==> src/rtl/addsub_byte_seq_if.sv <==
// Handshake and operand/result bundle for addsub_byte_seq.
// Optional macro ZERO_FLAG_EN adds the registered zero flag to the bundle.
interface addsub_byte_seq_if #(
  parameter int unsigned NBYTES = 4
);
  logic                  start;
  logic                  sel;
  logic [8*NBYTES-1:0]   a;
  logic [8*NBYTES-1:0]   b;
  logic                  busy;
  logic                  done;
  logic [8*NBYTES-1:0]   result;
  logic                  cout;
  logic                  overflow;
`ifdef ZERO_FLAG_EN
  logic                  zero;
`endif

`ifdef ZERO_FLAG_EN
  modport master (
    output start, sel, a, b,
    input  busy, done, result, cout, overflow, zero
  );
  modport slave (
    input  start, sel, a, b,
    output busy, done, result, cout, overflow, zero
  );
`else
  modport master (
    output start, sel, a, b,
    input  busy, done, result, cout, overflow
  );
  modport slave (
    input  start, sel, a, b,
    output busy, done, result, cout, overflow
  );
`endif
endinterface

==> src/rtl/addsub_byte_seq.sv <==
// Byte-serial wide adder/subtractor: one shared 8-bit add/sub slice is
// stepped across an NBYTES-wide operand, LSB byte first, one byte per clock.
// Optional macro ZERO_FLAG_EN adds a registered zero flag derived from a
// sticky "any nonzero byte" bit.
module addsub_byte_seq #(
  parameter int unsigned NBYTES = 4
) (
  input  logic                  clk,
  input  logic                  rst,
  addsub_byte_seq_if.slave      bus
);

  localparam int unsigned IW = (NBYTES > 1) ? $clog2(NBYTES) : 1;
  localparam logic [IW-1:0] LAST = IW'(NBYTES - 1);

  typedef enum logic [1:0] {
    IDLE = 2'd0,
    RUN  = 2'd1,
    DONE = 2'd2
  } state_t;

  state_t                state, state_nx;

  logic [8*NBYTES-1:0]   a_q;
  logic [8*NBYTES-1:0]   b_q;
  logic                  sel_q;
  logic [IW-1:0]         idx;
  logic                  carry;
  logic [8*NBYTES-1:0]   result_q;
  logic                  cout_q;
  logic                  ovf_q;
`ifdef ZERO_FLAG_EN
  logic                  nz_q;
  logic                  zero_q;
`endif

  logic                  accept;
  logic                  last;
  logic [7:0]            a_byte;
  logic [7:0]            b_byte;
  logic [8:0]            s;
  logic                  c7;

  // State register
  always_ff @(posedge clk) begin
    if (rst) state <= IDLE;
    else     state <= state_nx;
  end

  // Next-state logic
  always_comb begin
    state_nx = state;
    case (state)
      IDLE:    if (bus.start) state_nx = RUN;
      RUN:     if (idx == LAST) state_nx = DONE;
      DONE:    state_nx = IDLE;
      default: state_nx = IDLE;
    endcase
  end

  // Handshake outputs decoded from the registered state
  always_comb begin
    bus.busy = 1'b0;
    bus.done = 1'b0;
    case (state)
      RUN:     bus.busy = 1'b1;
      DONE:    begin bus.busy = 1'b1; bus.done = 1'b1; end
      default: ;
    endcase
  end

  // Shared byte slice: subtraction inverts b and relies on carry-in = sel
  always_comb begin
    accept = (state == IDLE) && bus.start;
    last   = (idx == LAST);
    a_byte = a_q[idx*8 +: 8];
    b_byte = b_q[idx*8 +: 8] ^ {8{sel_q}};
    s      = {1'b0, a_byte} + {1'b0, b_byte} + {8'b0, carry};
    // carry into bit 7 recovered from the sum bit and its two inputs
    c7     = a_byte[7] ^ b_byte[7] ^ s[7];
  end

  // Operand latch, byte sequencing and result/flag registers
  always_ff @(posedge clk) begin
    if (rst) begin
      a_q      <= '0;
      b_q      <= '0;
      sel_q    <= 1'b0;
      idx      <= '0;
      carry    <= 1'b0;
      result_q <= '0;
      cout_q   <= 1'b0;
      ovf_q    <= 1'b0;
`ifdef ZERO_FLAG_EN
      nz_q     <= 1'b0;
      zero_q   <= 1'b0;
`endif
    end else if (accept) begin
      a_q      <= bus.a;
      b_q      <= bus.b;
      sel_q    <= bus.sel;
      idx      <= '0;
      carry    <= bus.sel;
`ifdef ZERO_FLAG_EN
      nz_q     <= 1'b0;
      zero_q   <= 1'b0;
`endif
    end else if (state == RUN) begin
      result_q[idx*8 +: 8] <= s[7:0];
      carry    <= s[8];
      idx      <= idx + 1'b1;
`ifdef ZERO_FLAG_EN
      nz_q     <= nz_q | (s[7:0] != 8'h00);
`endif
      if (last) begin
        cout_q <= s[8];
        ovf_q  <= c7 ^ s[8];
`ifdef ZERO_FLAG_EN
        // the sticky bit does not yet include this byte, so fold it in here
        zero_q <= ~(nz_q | (s[7:0] != 8'h00));
`endif
      end
    end
  end

  assign bus.result   = result_q;
  assign bus.cout     = cout_q;
  assign bus.overflow = ovf_q;
`ifdef ZERO_FLAG_EN
  assign bus.zero     = zero_q;
`endif

endmodule

==> src/flat_wrapper.sv <==
// flat-port wrapper written by rule: the top's interface ports become plain ports
module addsub_byte_seq_flat 
#(
  parameter int unsigned NBYTES = 4
)
  (clk, rst, bus_start, bus_sel, bus_a, bus_b, bus_busy, bus_done, bus_result, bus_cout, bus_overflow);
  addsub_byte_seq_if #(.NBYTES(NBYTES)) bus_i ();
  input  logic clk;
  input  logic rst;
  input wire logic [$bits(bus_i.start)-1:0] bus_start;
  input wire logic [$bits(bus_i.sel)-1:0] bus_sel;
  input wire logic [$bits(bus_i.a)-1:0] bus_a;
  input wire logic [$bits(bus_i.b)-1:0] bus_b;
  output wire logic [$bits(bus_i.busy)-1:0] bus_busy;
  output wire logic [$bits(bus_i.done)-1:0] bus_done;
  output wire logic [$bits(bus_i.result)-1:0] bus_result;
  output wire logic [$bits(bus_i.cout)-1:0] bus_cout;
  output wire logic [$bits(bus_i.overflow)-1:0] bus_overflow;
  assign bus_i.start = bus_start;
  assign bus_i.sel = bus_sel;
  assign bus_i.a = bus_a;
  assign bus_i.b = bus_b;
  assign bus_busy = bus_i.busy;
  assign bus_done = bus_i.done;
  assign bus_result = bus_i.result;
  assign bus_cout = bus_i.cout;
  assign bus_overflow = bus_i.overflow;
  addsub_byte_seq #(.NBYTES(NBYTES)) u_core (.clk(clk), .rst(rst), .bus(bus_i));
endmodule
==> config.mk <==
export PLATFORM = sky130hd
export DESIGN_NAME = addsub_byte_seq_flat
export DESIGN_NICKNAME = d
export VERILOG_FILES = /design/src/rtl/addsub_byte_seq_if.sv /design/src/rtl/addsub_byte_seq.sv /design/src/flat_wrapper.sv
export SDC_FILE = /design/constraint.sdc
export NUM_CORES = 1
export LEC_CHECK = 0
export CORE_MARGIN = 2
export CORE_UTILIZATION = 54
export DETAILED_ROUTE_END_ITERATION = 16
export PLACE_DENSITY = 0.89
export SYNTH_ARGS = -nofsm -noshare
export SYNTH_HDL_FRONTEND = slang
export SYNTH_SLANG_ARGS = --single-unit
export TNS_END_PERCENT = 50
==> constraint.sdc <==
create_clock -name clk -period 8.87 [get_ports clk]
set_input_delay 0.887 -clock clk [delete_from_list [all_inputs] [get_ports clk]]
set_output_delay 0.887 -clock clk [all_outputs]
set_load 0.02 [all_outputs]
==> results by group <==
Worst setup path
  – CP Max Fanout: 21
  – CP endpoint kind: flip-flop
  – Crit path DAT: 3.70 ns
  – Reg2reg setup slack: 5.39 ns
  – WP data required: 9.09 ns
  – Critical path type: reg2reg
  – Setup crit start kind: flip-flop

Status
  – Status: complete, no violations

Layout
  – Area Growth Syn to Fin: 27.5%
  – Ant. Diodes: 0
  – Share of cells above drive strength 1: 0.0631
  – Final std cells w/o fill: 707
  – # nets final: 684

STA
  – Slew Viols, Final: 0
  – Least-Margin Pin Slew: 1.10 ns
  – Final hold vios: 0
  – TNS Setup: 0 ns
  – FMAX: 287 MHz
  – Final setup violation count: 0
  – Setup Skew: 0.00983 ns
  – Fin crit period: 3.48 ns
  – Period utilisation layout: 0.392
  – Slew margin rel.: 0.265
  – RSZ-0062 raised after global routing: false

Synthesis
  – Post-Syn Instances: 515
  – Synth Area in Simple Gates: 0.181
  – Async set-reset flop share out of synthesis: 0
  – Post-synthesis adder-cell area fraction: 0.0556
  – Area fraction of the dominant cell type after synthesis: 0.458
  – Mux cell area share after synthesis: 0.0837
  – Syn Area/Cell: 8.83 um^2
  – Largest family of logic cells by synthesized area: simple AND/OR/NAND/NOR gates
  – Yosys top cell by area: dfxtp_1
  – Post-synthesis cell area: 4550 um^2
  – Post-Synthesis Net Count: 602
  – Register area share after synthesis: 0.458
  – Compound-gate portion of the synthesized area: 0.158
  – Count of cell types in the netlist: 39
  – XOR/XNOR Fraction of Synth Area: 0.0270
  – Ys Warns: 0
  – #FFs+latches synth: 104
  – Main synth FF type: dfxtp_1
  – Synth top area cells: dfxtp_1, nand2_1, a21oi_1
  – Post-synth EDFFs: 0

Detailed routing
  – Wire per inst: 15.5 um
  – DRT Wirelength: 11000 um
  – Routed vias: 3960
  – Pre-antenna DRT Iters: 5
  – DRC viols: 0
  – DR vias/cell: 5.60
  – Post-route ant nets: 0
  – Drt initial violations: 209

Clock network
  – Root Driver: clkbuf_8
  – Clock Pin Slew Worst Setup and Hold Paths: 0.09 ns
  – CTS tree: yes
  – Post_cts resized: 0
  – Post-CTS setup buffers: 0
  – Clock buffer depth: 2
  – CTS H-tree lvls: 3
  – Clock sinks: 104
  – Hold-fix buffer count after cts: 0
  – Clk Latency, worst-skew pair: 0.37 ns
  – Cts bufs inserted: 9

Global routing
  – Vias in the first global route: 3871
  – Grt total ovfl: 0
  – Global-route wire length before repair: 18500 um
  – Initial antenna violation count: 0
  – GRT Util Overall: 0.259
  – Largest net degree at the start of global routing: 113

Min path
  – Worst min-delay path category: reg2reg

Floorplanning
  – Starting density of the core: 0.556
  – Die Ht: 95.8 um
  – Die X: 95.8 um
  – Row count: 33
  – Core area: 8180 um^2
  – IO Pins: 104
  – Die footprint: 9170 um^2

Place
  – Routability Congestion: 0.882
  – Dpl hpwl: 7920 um
  – Placed cells: 691
  – Port Buffer Count: 103

Run
  – Max cap viols: 0

Power
  – Maximum vdd drop: 0.102 mV
  – Leak: 2.17 nW
  – P per Cell Area: 182 nW/um^2
## synth_stat cells, types with 4 or more instances
master       n
nand3b_1     8
buf_1        4
a22oi_1      8
nor3_1       7
o21ai_0      6
nor2_1      30
ha_1        17
nand2_1    137
xor2_1      11
inv_1       11
dfxtp_1    104
clkbuf_1    26
a32oi_1      8
mux4_2      16
a21oi_1     77
a2bb2oi_1    4
o31ai_1      8
## stage by stage
| step | total power, mW | utilization | setup WS [ns] | hold WS [ns] | cell area (um^2) |
|---|---|---|---|---|---|
| 4_1_cts | 1.05 | 0.709 | 5.41 | 0.458 | 5800 |
| 5_1_grt | 1.10 | 0.709 | 5.14 | 0.482 | 5800 |
| 3_3_place_gp | 0.747 | 0.684 | 5.57 | 0.441 | 5590 |
| 3_5_place_dp | 0.757 | 0.684 | 5.44 | 0.446 | 5590 |
| 2_1_floorplan | 0.678 | - | 5.68 | 0.433 | 4550 |
| 6_report | 1.06 | 0.709 | 5.39 | 0.460 | 5800 |
## registers in the layout, summed over array words and instances, names as in the netlist
signal / count
u_core.carry: 1
u_core.b_q: 32
u_core.bus.overflow: 1
u_core.bus.result: 32
u_core.state: 2
u_core.idx: 2
u_core.bus.cout: 1
u_core.sel_q: 1
u_core.a_q: 32
## metal layers
metal	vias to the layer above	wire (um)	track usage
li1	1936	-	-
met1	1842	4700	0.340
met2	165	5420	0.437
met3	17	699	0.0446
met4	0	157	0.0821
met5	-	0	0
## layout by cell type, fill, tap and decap left out, types with 2 or more instances in the layout
master,n
mux2i_1,2
nand2b_1,2
buf_4,2
a2bb2oi_1,4
fa_1,2
clkdlybuf4s50_1,102
xnor2_1,3
nand2_1,136
a21oi_1,77
mux4_2,16
xor2_1,11
nor2_1,30
dfxtp_1,104
inv_1,11
or3_1,3
nand3b_1,8
o21ai_0,6
o31ai_1,8
a32oi_1,8
ha_1,17
a22oi_1,8
clkbuf_8,11
nor3_1,7
a21o_1,2
## layout make-up
cell class	count	area, um^2
sequential	104	2080
inverter	11	41.3
clock buffer	12	155
multi-input combinational	367	2300
fill	624	2380
tap	105	131
timing repair buffer	104	1040
clock inverter	4	51.3
## worst max-delay path, stage by stage (launching register included)
cell	delay (ns)
dfxtp_1	0.93
mux4_2	0.44
xnor2_1	0.18
fa_1	0.45
fa_1	0.46
nor2b_4	0.14
o21a_1	0.15
o21ai_0	0.23
a32oi_1	0.29
nor2_1	0.06
## path summary, 6_finish.rpt
path / start / endpoint / depth (start not counted)
setup reg to reg: u_core.idx[1] / u_core.bus.result[12] / 9
hold / removal: u_core.a_q[19] / u_core.a_q[19] / 2
hold reg to reg: u_core.a_q[19] / u_core.a_q[19] / 2
setup / recovery: u_core.idx[1] / u_core.bus.result[12] / 9
## cells by family (layout without fill, tap and decap cells)
kind of cell,after synthesis,count (layout)
adder cells (fa/ha/maj),19,19
AO/OA/AOI/OAI,120,120
XOR/XNOR,14,14
flip-flops,104,104
AND/OR/NAND/NOR,196,196
buffers and inverters,44,131
multiplexers,18,18
## report_power, final
part	total, mW	leakage (nW)	internal [mW]	switching, mW
Clock	0.304	0.103	0.147	0.157
Combinational	0.233	1.22	0.104	0.129
Sequential	0.518	0.849	0.497	0.0210
Total	1.06	2.17	0.748	0.308
(Power assumes the default switching activity.)
